`src/rtl/vga_timing_gen_if.sv`:
```
// ============================================================================
//  Module   : vga_timing_gen_if
//  Brief    : Timing bundle from vga_timing_gen to the pixel mappers / pins.
//  Revision : 1.0 - initial release
// ============================================================================
`default_nettype none

interface vga_timing_gen_if;
    logic [9:0] DrawX;
    logic [9:0] DrawY;
    logic       hs;
    logic       vs;
    logic       blank;
    logic       frame_end;

    modport master (
        output DrawX, DrawY, hs, vs, blank, frame_end
    );

    modport slave (
        input DrawX, DrawY, hs, vs, blank, frame_end
    );
endinterface

`default_nettype wire

```
`src/rtl/vga_timing_gen.sv`:
```
// ============================================================================
//  Module   : vga_timing_gen
//  Brief    : Free-running VGA H/V counters with registered syncs, blank and
//             frame-end strobe. Optional VGA_SYNC_DELAY_EN adds a 2-stage
//             delay on hs/vs/blank to line up with the mapper pipeline.
//  Revision : 1.0 - initial release
// ============================================================================
`default_nettype none

module vga_timing_gen #(
    parameter int unsigned H_VISIBLE = 640,
    parameter int unsigned H_FRONT   = 16,
    parameter int unsigned H_SYNC    = 96,
    parameter int unsigned H_BACK    = 48,
    parameter int unsigned V_VISIBLE = 480,
    parameter int unsigned V_FRONT   = 10,
    parameter int unsigned V_SYNC    = 2,
    parameter int unsigned V_BACK    = 33
) (
    input  wire logic            vga_clk,
    input  wire logic            reset,
    vga_timing_gen_if.master     vga
);

    localparam int unsigned H_TOTAL = H_VISIBLE + H_FRONT + H_SYNC + H_BACK;
    localparam int unsigned V_TOTAL = V_VISIBLE + V_FRONT + V_SYNC + V_BACK;

    // 11-bit compare constants so a 1024-wide sync end does not alias to 0
    localparam logic [10:0] c_H_LAST     = 11'(H_TOTAL - 1);
    localparam logic [10:0] c_H_VIS      = 11'(H_VISIBLE);
    localparam logic [10:0] c_HS_START   = 11'(H_VISIBLE + H_FRONT);
    localparam logic [10:0] c_HS_END     = 11'(H_VISIBLE + H_FRONT + H_SYNC);
    localparam logic [10:0] c_V_LAST     = 11'(V_TOTAL - 1);
    localparam logic [10:0] c_V_VIS      = 11'(V_VISIBLE);
    localparam logic [10:0] c_VS_START   = 11'(V_VISIBLE + V_FRONT);
    localparam logic [10:0] c_VS_END     = 11'(V_VISIBLE + V_FRONT + V_SYNC);

    if ((H_TOTAL > 1024) || (V_TOTAL > 1024)) begin : g_size_check
        $error("vga_timing_gen: H_TOTAL and V_TOTAL must not exceed 1024");
    end

    logic [9:0] r_hc;
    logic [9:0] r_vc;
    logic       r_hs;
    logic       r_vs;
    logic       r_blank;
    logic       r_frame_end;

    logic        w_h_last;
    logic        w_v_last;
    logic [9:0]  w_hc_next;
    logic [9:0]  w_vc_next;
    logic [10:0] w_hn;
    logic [10:0] w_vn;
    logic        w_hs_next;
    logic        w_vs_next;
    logic        w_blank_next;
    logic        w_frame_end_next;

    // Outputs are decoded from the next counter values so that, once
    // registered, they line up with DrawX/DrawY on the same cycle.
    always_comb begin
        w_h_last  = ({1'b0, r_hc} == c_H_LAST);
        w_v_last  = ({1'b0, r_vc} == c_V_LAST);
        w_hc_next = w_h_last ? 10'd0 : r_hc + 10'd1;
        w_vc_next = r_vc;
        if (w_h_last) begin
            w_vc_next = w_v_last ? 10'd0 : r_vc + 10'd1;
        end
        w_hn             = {1'b0, w_hc_next};
        w_vn             = {1'b0, w_vc_next};
        w_blank_next     = (w_hn < c_H_VIS) && (w_vn < c_V_VIS);
        w_hs_next        = !((w_hn >= c_HS_START) && (w_hn < c_HS_END));
        w_vs_next        = !((w_vn >= c_VS_START) && (w_vn < c_VS_END));
        w_frame_end_next = (w_hn == c_H_LAST) && (w_vn == c_V_LAST);
    end

    always_ff @(posedge vga_clk) begin
        if (reset) begin
            r_hc        <= 10'd0;
            r_vc        <= 10'd0;
            r_hs        <= 1'b1;
            r_vs        <= 1'b1;
            r_blank     <= 1'b1;
            r_frame_end <= 1'b0;
        end else begin
            r_hc        <= w_hc_next;
            r_vc        <= w_vc_next;
            r_hs        <= w_hs_next;
            r_vs        <= w_vs_next;
            r_blank     <= w_blank_next;
            r_frame_end <= w_frame_end_next;
        end
    end

    assign vga.DrawX     = r_hc;
    assign vga.DrawY     = r_vc;
    assign vga.frame_end = r_frame_end;

`ifdef VGA_SYNC_DELAY_EN
    logic [1:0] r_hs_dly;
    logic [1:0] r_vs_dly;
    logic [1:0] r_blank_dly;

    // Blank resets low here so nothing is drawn before the mapper pipe fills.
    always_ff @(posedge vga_clk) begin
        if (reset) begin
            r_hs_dly    <= 2'b11;
            r_vs_dly    <= 2'b11;
            r_blank_dly <= 2'b00;
        end else begin
            r_hs_dly    <= {r_hs_dly[0], r_hs};
            r_vs_dly    <= {r_vs_dly[0], r_vs};
            r_blank_dly <= {r_blank_dly[0], r_blank};
        end
    end

    assign vga.hs    = r_hs_dly[1];
    assign vga.vs    = r_vs_dly[1];
    assign vga.blank = r_blank_dly[1];
`else
    assign vga.hs    = r_hs;
    assign vga.vs    = r_vs;
    assign vga.blank = r_blank;
`endif

endmodule

`default_nettype wire

```
`src/flat_wrapper.sv`:
```
// flat-port wrapper written by rule: the top's interface ports become plain ports
module vga_timing_gen_flat 
#(
    parameter int unsigned H_VISIBLE = 640,
    parameter int unsigned H_FRONT   = 16,
    parameter int unsigned H_SYNC    = 96,
    parameter int unsigned H_BACK    = 48,
    parameter int unsigned V_VISIBLE = 480,
    parameter int unsigned V_FRONT   = 10,
    parameter int unsigned V_SYNC    = 2,
    parameter int unsigned V_BACK    = 33
)
  (vga_clk, reset, vga_DrawX, vga_DrawY, vga_hs, vga_vs, vga_blank, vga_frame_end);
  vga_timing_gen_if vga_i ();
  input  wire logic vga_clk;
  input  wire logic reset;
  output wire logic [$bits(vga_i.DrawX)-1:0] vga_DrawX;
  output wire logic [$bits(vga_i.DrawY)-1:0] vga_DrawY;
  output wire logic [$bits(vga_i.hs)-1:0] vga_hs;
  output wire logic [$bits(vga_i.vs)-1:0] vga_vs;
  output wire logic [$bits(vga_i.blank)-1:0] vga_blank;
  output wire logic [$bits(vga_i.frame_end)-1:0] vga_frame_end;
  assign vga_DrawX = vga_i.DrawX;
  assign vga_DrawY = vga_i.DrawY;
  assign vga_hs = vga_i.hs;
  assign vga_vs = vga_i.vs;
  assign vga_blank = vga_i.blank;
  assign vga_frame_end = vga_i.frame_end;
  vga_timing_gen #(.H_VISIBLE(H_VISIBLE), .H_FRONT(H_FRONT), .H_SYNC(H_SYNC), .H_BACK(H_BACK), .V_VISIBLE(V_VISIBLE), .V_FRONT(V_FRONT), .V_SYNC(V_SYNC), .V_BACK(V_BACK)) u_core (.vga_clk(vga_clk), .reset(reset), .vga(vga_i));
endmodule
```
`config.mk`:
```
export PLATFORM = sky130hd
export DESIGN_NAME = vga_timing_gen_flat
export DESIGN_NICKNAME = d
export VERILOG_FILES = /design/src/rtl/vga_timing_gen_if.sv /design/src/rtl/vga_timing_gen.sv /design/src/flat_wrapper.sv
export SDC_FILE = /design/constraint.sdc
export NUM_CORES = 1
export LEC_CHECK = 0
export ABC_CLOCK_PERIOD_IN_PS = 2500
export CORE_ASPECT_RATIO = 0.75
export CORE_MARGIN = 4
export CORE_UTILIZATION = 62
export CTS_CLUSTER_SIZE = 8
export DETAILED_ROUTE_END_ITERATION = 16
export DONT_BUFFER_PORTS = 1
export PLACE_DENSITY_LB_ADDON = 0.08
export RECOVER_POWER = 50
export SYNTH_ARGS = -nofsm -noshare
export SYNTH_HDL_FRONTEND = slang
export SYNTH_SLANG_ARGS = --single-unit
```
`constraint.sdc`:
```
create_clock -name vga_clk -period 2.5 [get_ports vga_clk]
set_input_delay 0 -clock vga_clk [delete_from_list [all_inputs] [get_ports vga_clk]]
set_output_delay 0 -clock vga_clk [all_outputs]
set_load 0.01 [all_outputs]
```
* Yosys cells after proc, flatten, opt, wreduce, memory -nomap -nowiden
Index checks and enable logic that the tools add are counted.
** Cells by class
- $add $sub $neg :: 2
- Magnitude comparators :: 6
- Eq/ne operators :: 4
- Multiplexer cells :: 3
- Reduce and logical (&&, ||, !) cells :: 6
** Operator list (count)
- $eq A10 B10 Y1 const B :: 4
- $mux W10 :: 3
- $add A10 B1 Y10 const B :: 2
- $lt A10 B10 Y1 const B :: 2
- $lt A10 B9 Y1 const B :: 2
- $ge A10 B10 Y1 const B :: 1
- $ge A10 B9 Y1 const B :: 1
- $logic_and A1 B1 Y1 :: 4
- $logic_not A1 Y1 :: 2
** Word-level totals
- Register bits after elaboration :: 24
- Output and inout bits :: 24
- Logic and storage cells :: 27

* Logic depth before layout (Yosys ltp)
Gate-level depths: netlist of run 1.
- Depth after elaboration :: 6
- Mapped depth :: 8

* Worst setup path after synthesis of run 1
OpenSTA, ideal clock, no wires.
- Path type :: reg-to-reg
- From :: register u_core.r_hc[0], in the netlist u_core.vga.DrawX[0]
- To :: register u_core.r_vc[4], in the netlist u_core.vga.DrawY[4]
- Data arrival time :: 2239 ps
- Data required time :: 2429 ps
- Slack :: 191 ps
- Cell stages (with the launch flop) :: 8
- Buffers on the path :: 2
- Period minus slack after synthesis :: 2309 ps
- Cells stage by stage :: dfxtp_1 > ha_1 > buf_2 > nand4_1 > or3_4 > buf_6 > or4_1 > a21oi_1
** On the way
- Cells in the longest elaborated chain, start to end :: 2
** Ends and longest elaborated chain
- start: declaration :: line vga_timing_gen.sv:42 : logic [9:0] r_hc;
- start signal: assignment :: line vga_timing_gen.sv:87 : r_hc <= w_hc_next;
- $eq A10 B10 Y1 :: line vga_timing_gen.sv:63 : w_h_last = ({1'b0, r_hc} == c_H_LAST);
- $mux W10 :: line vga_timing_gen.sv:67 : if (w_h_last) begin
- end signal: assignment :: line vga_timing_gen.sv:88 : r_vc <= w_vc_next;
- end: declaration :: line vga_timing_gen.sv:43 : logic [9:0] r_vc;
Every way passes these cells.
A chain may end at the register's enable or synchronous reset.

* Worst setup path after layout of run 1
- From :: register u_core.r_hc[0], in the netlist u_core.vga.DrawX[0]
- To :: register u_core.r_vs, in the netlist u_core.vga.vs
** On the way
- Cells in the longest elaborated chain, start to end :: 5
- Elaborated cells on any way between the ends :: 6
- Classes of those cells :: order compare (2); eq/ne (1); mux (1); reduce/logical (2)
** Ends and longest elaborated chain
- $eq A10 B10 Y1 (*) :: line vga_timing_gen.sv:63
- $mux W10 (*) :: line vga_timing_gen.sv:67
- $ge A10 B9 Y1 / $lt A10 B9 Y1 (equally long branches) :: line vga_timing_gen.sv:74 : w_vs_next = !((w_vn >= c_VS_START) && (w_vn < c_VS_END));
- $logic_and A1 B1 Y1 (*) :: line vga_timing_gen.sv:74
- $logic_not A1 Y1 (*) :: line vga_timing_gen.sv:74
- end signal: assignment :: line vga_timing_gen.sv:90 : r_vs <= w_vs_next;
- end: declaration :: line vga_timing_gen.sv:45 : logic r_vs;
Mark *: on every way between the ends. The rest lies on a longest branch, timed or not.

==> results of run 1 <==
-- metrics by stage --
stage	total power, mW	util, %	setup slack, ns	instances	area, um^2
2_1_floorplan	0.420	-	0.191	200	1560
3_3_place_gp	0.427	69.7	0.407	235	1640
3_5_place_dp	0.428	69.7	0.242	235	1640
4_1_cts	0.597	71.1	0.234	239	1670
5_1_grt	0.618	69.5	0.0311	239	1630
6_report	0.592	69.5	0.186	239	1630
-- cells in the final DEF, fill, tap and decap left out, drive strengths merged, types with 3 or more instances in the layout --
cell type / count
dfxtp: 24
nor2: 20
a21oi: 14
nor3: 14
nand2: 13
clkbuf: 13
o21ai: 10
nand3: 9
inv: 8
buf: 6
nand4: 5
xnor2: 5
nor4: 5
or3: 5
o311ai: 4
o31ai: 4
ha: 4
xor2: 3
nand2b: 3
-- timing repair --
| action | 4_1_cts | 5_1_grt |
|---|---|---|
| endpoints found under the hold margin | 23 | 0 |
| buffers inserted | 0 | 0 |
| hold buffers | 1 | 0 |
-- cell families (layout without fill, tap and decap cells) --
kind of cell             count (synthesis)  after routing  share of synthesized area (%)
flip-flops                              24             24                           30.8
buffers and inverters                   23             28                           7.39
multiplexers                             4              4                           2.73
AO/OA/AOI/OAI                           49             49                           20.6
adder cells (fa/ha/maj)                  4              4                           3.21
AND/OR/NAND/NOR                         88             88                           30.8
XOR/XNOR                                 8              8                           4.50
-- flip-flops by register name, indices dropped and copies added, names as in the netlist --
register	flops
u_core.vga.DrawX	10
u_core.vga.DrawY	10
u_core.vga.blank	1
u_core.vga.frame_end	1
u_core.vga.hs	1
u_core.vga.vs	1
-- area by class of cell --
cell class | count | area [um^2] | area share [%]
inverters | 8 | 30.0 | 1.84
multi-input cells | 153 | 962 | 59.0
clock buffers | 3 | 22.5 | 1.38
well taps | 34 | 42.5 | 2.61
repair buffers | 17 | 92.6 | 5.68
flip-flops and latches | 24 | 480 | 29.5
-- layer usage --
layer  share of wire (%)  global-route usage, %  vias to the layer above
met5                   0                      0                        -
met4                 3.3                   10.3                        0
met3                  14                   9.45                       30
met2                  43                   42.3                      150
met1                  39                   39.1                      760
li1                    -                      -                      748
-- worst min-delay path by stage --
stage / from / endpoint / slack [ns]
global placement: reset / u_core.vga.DrawY[8] / 0.07
finish: u_core.vga.DrawY[8] / u_core.vga.DrawY[8] / 0.62
global route: u_core.vga.DrawY[8] / u_core.vga.DrawY[8] / 0.66
detailed placement: reset / u_core.vga.DrawX[1] / 0.07
CTS: u_core.vga.DrawY[8] / u_core.vga.DrawY[8] / 0.62
floorplan: reset / u_core.vga.DrawX[2] / 0.08
-- worst max-delay path, cell delays in order (launching register included) --
cell	delay (ns)
dfxtp_1	0.37
ha_1	0.17
nand4_1	0.34
nor3_2	0.34
buf_4	0.24
o21ai_1	0.12
a2111oi_0	0.49
nand4b_1	0.14
-- power breakdown --
group          internal [mW]  switching (mW)  leakage, nW
clock                 0.0566           0.113       0.0138
combinational        0.00969          0.0242        0.298
sequential             0.386         0.00227        0.194
==> results.json, run 1 <==
{
  "die_y_um": 51.4,
  "async_reset_ff_share_pct": 0,
  "crit_path_start_kind": "flop",
  "drc_errors": 0,
  "whs_ns": 0.621,
  "grt_pass1_wl_mm": 7.58,
  "drt_iter0_drc": 260,
  "syn_area_per_cell_um2": 7.79,
  "endpoint": "u_core.vga.vs",
  "nFillCells": 224,
  "grt_antenna_before_repair": 0,
  "drive_gt1_share_pct": 7.32,
  "end_kind": "flop",
  "ios": 26,
  "cts.sinks": 24,
  "hp-class": "reg2reg",
  "rsz0062_at_grt": "false",
  "layout.nets": 213,
  "rr_startpoint": "u_core.vga.DrawX[0]",
  "syn-cell-area_um2": 1560,
  "globalRouteTotalUtil_pct": 28.8,
  "period_share_pct": 92.6,
  "crit_required_ns": 2.71,
  "place_congestion": 0.914,
  "synth_area_leaders": "dfxtp_1 31%, nor2_1 4.8%, a21oi_1 4.5%, nor3_1 3.9%, ha_1 3.2%",
  "cts-htree-levels": 1,
  "ys.flop_type": "dfxtp_1",
  "synth_seq_area_share_pct": 30.8,
  "syn_inst": 200,
  "r2r_cells": 7,
  "leakage_nw": 0.506,
  "clkTransAtPathRegs_ns": 0.12,
  "cts_resized": 0,
  "fin_setup_tns_ns": 0,
  "tightest_slew_ns": 0.819,
  "powerDensity_nw_per_um2": 363,
  "worstPathMaxFanout": 11,
  "yosys_warnings": 0,
  "dp_hpwl_mm": 3.29,
  "cp.arrival_ns": 2.52,
  "synthToLayoutAreaGrowth_pct": 4.66,
  "via_per_inst": 7.06,
  "reg2reg_slack_ns": 0.19,
  "synth.distinct_cells": 48,
  "drtAntennaViolNets": 0,
  "yosysTopAreaCellShare_pct": 30.8,
  "num_rows": 15,
  "cp-startpoint": "u_core.vga.DrawX[0]",
  "wl_per_cell_um": 19.0,
  "synth-edff-count": 0,
  "numPortBuffers": 0,
  "coreArea_um2": 2350,
  "mappedNetlistNets": 206,
  "yosys-top-cells-count": "24 x dfxtp_1, 20 x nor2_1, 14 x a21oi_1",
  "overflow": 0,
  "antenna_cells": 0,
  "cts_made_buffers": 3,
  "drv_slew": 0,
  "maxSlewHeadroom_pct": 45.2,
  "dieArea_um2": 3390,
  "finalHoldViolCount": 0,
  "setup_viol": 0,
  "maxCapViolations": 0,
  "clockBufferDepth": 2,
  "die_w_um": 65.9,
  "grt_pass1_vias": 1564,
  "clk_latency_ns": 0.32,
  "crit_type": "reg2reg",
  "drt_wl_total_mm": 4.55,
  "skew_ns": 0.00559,
  "hold_depth": 2,
  "finalCriticalPeriod_ns": 2.31,
  "cts_tree": "built",
  "fmax_mhz": 432,
  "vdd_drop_max_mv": 0.294,
  "dr.pass1.iters": 5,
  "synth.most_common_cell": "dfxtp_1",
  "cts_root_buf": "clkbuf_4",
  "rr_endpoint": "u_core.vga.vs",
  "yosysTopAreaCell": "dfxtp_1",
  "grt_max_degree": 23,
  "via_count": 1688,
  "status": "finished, final reports clean",
  "ys_seq_elements": 24,
  "start_util_pct": 66.4
}
Note: power is estimated with default switching activity, not from simulation.
==> inputs of run 2 (changes only) <==
Settings changed: CORE_UTILIZATION 62 to 65, CTS_BUF_LIST set to sky130_fd_sc_hd__clkbuf_4 sky130_fd_sc_hd__clkbuf_8.
==> results.json, run 2 (synthesis results as in run 1) <==
{
  "worstPathMaxFanout": 9,
  "synthToLayoutAreaGrowth_pct": 5.70,
  "dp_hpwl_mm": 3.04,
  "drtAntennaViolNets": 0,
  "power_uw": 632,
  "crit_type": "reg2reg",
  "globalRouteTotalUtil_pct": 27.3,
  "setup_viol": 0,
  "die_y_um": 50.4,
  "grt_pass1_wl_mm": 6.81,
  "ios": 26,
  "design_area_um2": 1650,
  "via_per_inst": 6.52,
  "maxCapViolations": 0,
  "placed_area_um2": 1640,
  "status": "finished, final reports clean",
  "place_congestion": 0.900,
  "clkTransAtPathRegs_ns": 0.13,
  "grt_antenna_before_repair": 0,
  "drv_slew": 0,
  "grt_max_degree": 23,
  "cts_made_buffers": 3,
  "clockBufferDepth": 2,
  "layout.nets": 213,
  "fmax_mhz": 423,
  "drc_errors": 0,
  "cp_cell_sequence": "clkbuf_1 -> nand4_1 -> nor4_1 -> mux2_2 -> nor3_1 -> o31ai_1",
  "dp_cells": 235,
  "finalNonFillerCells": 240,
  "post_cts_buffers": 0,
  "antenna_cells": 0,
  "overflow": 0,
  "grt_pass1_vias": 1388,
  "cp.arrival_ns": 2.58,
  "num_rows": 15,
  "drt_iter0_drc": 139,
  "dr.pass1.iters": 5,
  "clk_latency_ns": 0.32,
  "period_share_pct": 94.6,
  "fin_setup_tns_ns": 0,
  "via_count": 1565,
  "tightest_slew_ns": 0.878,
  "cts_tree": "built",
  "hp-class": "reg2reg",
  "cts-htree-levels": 1,
  "wl_per_cell_um": 17.2,
  "coreArea_um2": 2290,
  "cts_root_buf": "clkbuf_4",
  "finalHoldViolCount": 0,
  "cts.sinks": 24,
  "maxSlewHeadroom_pct": 41.3,
  "numPortBuffers": 0,
  "drive_gt1_share_pct": 7.77,
  "start_util_pct": 68.0,
  "crit_path_start_kind": "flop",
  "crit_path_top_delay_cell": "mux2_2",
  "leakage_nw": 0.508,
  "drt_wl_total_mm": 4.12,
  "skew_ns": 0.00344,
  "end_kind": "flop",
  "finalCriticalPeriod_ns": 2.37,
  "final_cell_mix": "24 x dfxtp_1, 20 x nor2_1, 14 x a21oi_1",
  "dieArea_um2": 3250,
  "critical-path-max-stage-delay_ns": 0.42,
  "die_w_um": 64.5,
  "rsz0062_at_grt": "false",
  "vdd_drop_max_mv": 0.321,
  "layout_commonest_cell": "dfxtp_1",
  "crit_required_ns": 2.71,
  "powerDensity_nw_per_um2": 384,
  "nFillCells": 223
}
run 2: cell types whose count changed in the layout (fill, tap and decap cells not counted):
cell and change:
a2111oi_0 -1, a2111oi_1 +1, buf_4 -1, clkbuf_1 +1, clkbuf_8 +1, nand3_1 -1
nand3_2 +1
run 2: routing by layer:
layer	up-vias	global-route usage [%]	routed length, um
met5	-	0	0
met4	0	9.47	64
li1	744	-	-
met2	97	38.5	1750
met3	11	9.84	512
met1	713	38.3	1800
run 2: worst paths after layout:
kind | to | depth (start not counted) | startpoint | slack [ns]
max | u_core.vga.blank | 6 | u_core.vga.DrawY[3] | 0.13
min | u_core.vga.DrawX[9] | 2 | u_core.vga.DrawX[9] | 0.56
max reg2reg | u_core.vga.blank | 6 | u_core.vga.DrawY[3] | 0.13
min reg2reg | u_core.vga.DrawX[9] | 2 | u_core.vga.DrawX[9] | 0.56
run 2: layout make-up:
cell class / instances / area, um^2 / area share [%]
multi-input combinational: 153 / 968 / 58.8
sequential: 24 / 480 / 29.2
timing repair buffer: 17 / 88.8 / 5.40
tap: 34 / 42.5 / 2.58
clock buffer: 4 / 36.3 / 2.20
inverter: 8 / 30.0 / 1.82
run 2: repair_timing:
| item | CTS | global route |
|---|---|---|
| gates resized for setup | 0 | 2 |
| hold buffers | 1 | 0 |
| endpoints found under the setup margin | 0 | 2 |
| hold endpoints to repair | 23 | 0 |
run 2: through the flow:
stage               utilization [%]  setup WS (ns)  hold slack, ns
global placement               71.4          0.245          0.0718
finish                         71.9          0.134           0.563
global route                   71.9        0.00993           0.596
CTS                            73.4          0.201           0.558
detailed placement             71.4          0.235          0.0728
floorplan                         -          0.191          0.0834
run 2: power breakdown:
group	internal [mW]	total [mW]	leakage [nW]	switching, mW
sequential	0.387	0.389	0.194	0.00232
combinational	0.0106	0.0356	0.293	0.0251
clock	0.0892	0.208	0.0210	0.119
run 2: critical path, delay by kind of cell (launching register included):
| kind | cells | cell delay [ns] |
|---|---|---|
| and+or+nand+nor | 3 | 0.93 |
| buffers and inverters | 1 | 0.40 |
| muxes | 1 | 0.42 |
| DFF | 1 | 0.36 |
| AOI/OAI and AO/OA | 1 | 0.15 |
==> inputs of run 3 (changes only) <==
Settings changed: RECOVER_POWER 50 to 25, SKIP_CTS_REPAIR_TIMING set to 1.
==> results.json, run 3 (synthesis results as in run 1) <==
{
  "status": "finished, final reports clean",
  "cp_cell_sequence": "or3_4 -> or3_4 -> o41ai_1 -> mux2i_1 -> and4b_1",
  "sw_frac_of_total_pct": 23.2,
  "leakage_nw": 0.543,
  "end_kind": "flop",
  "grt_antenna_before_repair": 0,
  "clkTransAtPathRegs_ns": 0.13,
  "hp-class": "reg2reg",
  "whs_ns": 0.563,
  "drv_slew": 0,
  "worstPathMaxFanout": 11,
  "layout_commonest_cell": "dfxtp_1",
  "overflow": 0,
  "vdd_drop_max_mv": 0.322,
  "fmax_mhz": 426,
  "drive_gt1_share_pct": 11.2,
  "critical-path-max-stage-delay_ns": 0.50,
  "powerDensity_nw_per_um2": 379,
  "reg2reg_slack_ns": 0.15,
  "ios": 26,
  "period_share_pct": 93.8,
  "seqPwrFrac_pct": 61.3,
  "finalNonFillerCells": 240,
  "grt_pass1_wl_mm": 6.71,
  "rr_startpoint": "u_core.vga.DrawX[5]",
  "cts_tree": "built",
  "dp_hpwl_mm": 3.04,
  "p_comb_share_pct": 5.8,
  "p_switching_uw": 147,
  "setup_viol": 0,
  "globalRouteTotalUtil_pct": 26.9,
  "synthToLayoutAreaGrowth_pct": 7.31,
  "dieArea_um2": 3250,
  "cts_root_buf": "clkbuf_4",
  "power_uw": 634,
  "crit_type": "reg2reg",
  "crit_required_ns": 2.77,
  "coreArea_um2": 2290,
  "final_cell_mix": "24 x dfxtp_1, 20 x nor2_1, 14 x a21oi_1",
  "cts_made_buffers": 3,
  "drt_iter0_drc": 108,
  "cts-htree-levels": 1,
  "drt_wl_total_mm": 4.10,
  "die_y_um": 50.4,
  "cpMostUsedCell": "or3_4",
  "die_w_um": 64.5,
  "num_rows": 15,
  "tightest_slew_ns": 0.842,
  "dp_cells": 235,
  "skew_ns": 0.00439,
  "maxCapViolations": 0,
  "finalCriticalPeriod_ns": 2.35,
  "cts.sinks": 24,
  "cp.arrival_ns": 2.62,
  "fin_setup_tns_ns": 0,
  "design_area_um2": 1670,
  "crit_path_top_delay_cell": "or3_4",
  "r2r_cells": 5,
  "antenna_cells": 0,
  "clockPowerShare_pct": 32.9,
  "place_congestion": 0.900,
  "finalHoldViolCount": 0,
  "maxSlewHeadroom_pct": 43.7,
  "via_per_inst": 6.54,
  "p_int_uw": 487,
  "layout.nets": 213,
  "wl_per_cell_um": 17.1,
  "numPortBuffers": 0,
  "dr.pass1.iters": 4,
  "clockBufferDepth": 2,
  "drc_errors": 0,
  "hold_depth": 2,
  "clk_latency_ns": 0.32,
  "drtAntennaViolNets": 0,
  "grt_max_degree": 23,
  "crit_path_start_kind": "flop",
  "rr_endpoint": "u_core.vga.frame_end",
  "hp-start": "u_core.vga.DrawX[9]",
  "grt_pass1_vias": 1370,
  "placed_area_um2": 1640,
  "start_util_pct": 68.0,
  "via_count": 1569,
  "hold_path_end": "u_core.vga.DrawX[9]"
}
==> run 3: cell types whose count changed in the layout (fill, tap and decap cells not counted), sizes merged <==
cell,before,now
clkbuf,15,7
buf,5,13
==> run 3: metrics by stage <==
stage,utilization [%],worst slack (ns)
floorplan,-,0.191
global placement,71.4,0.245
detailed placement,71.4,0.235
CTS,73.0,0.201
global route,73.0,-0.0111
finish,73.0,0.155
==> run 3: area by class of cell <==
class | count | area (um^2)
Timing Repair Buffer | 17 | 119
Multi-Input combinational cell | 153 | 963
Clock buffer | 4 | 36.3
Fill cell | 213 | 618
Sequential cell | 24 | 480
Inverter | 8 | 30.0
Tap cell | 34 | 42.5
==> run 3: how the worst max path moves through the flow <==
stage,from,to,slack (ns),cells past startpoint
2_1_floorplan,u_core.vga.DrawX[0],u_core.vga.DrawY[4],0.19,7
3_3_place_gp,u_core.vga.DrawY[0],u_core.vga.blank,0.25,6
3_5_place_dp,u_core.vga.DrawX[5],u_core.vga.blank,0.24,5
4_1_cts,u_core.vga.DrawX[5],u_core.vga.vs,0.20,5
5_1_grt,u_core.vga.DrawY[2],u_core.vga.blank,-0.01,5
6_report,u_core.vga.DrawX[5],u_core.vga.frame_end,0.15,5
==> run 3: layer usage <==
layer  vias up  routed length [um]  track usage [%]
met3        11                 536             10.7
met5         -                   0                0
met4         0                  72             9.47
li1        747                   -                -
met2        99                1710             37.7
met1       712                1790             37.2
==> run 3: power groups by stage <==
stage	combinational, mW	sequential (mW)	clock, mW
floorplan	0.0186	0.402	0
global placement	0.0296	0.397	0
detailed placement	0.0306	0.397	0
CTS	0.0309	0.389	0.211
global route	0.0403	0.389	0.228
finish	0.0367	0.389	0.209
==> run 3: critical path: cells and delay by family (launching register included) <==
family             cells  cell delay, ns
muxes                  1            0.15
and+or+nand+nor        3            1.23
DFF                    1            0.45
AOI/OAI and AO/OA      1            0.47
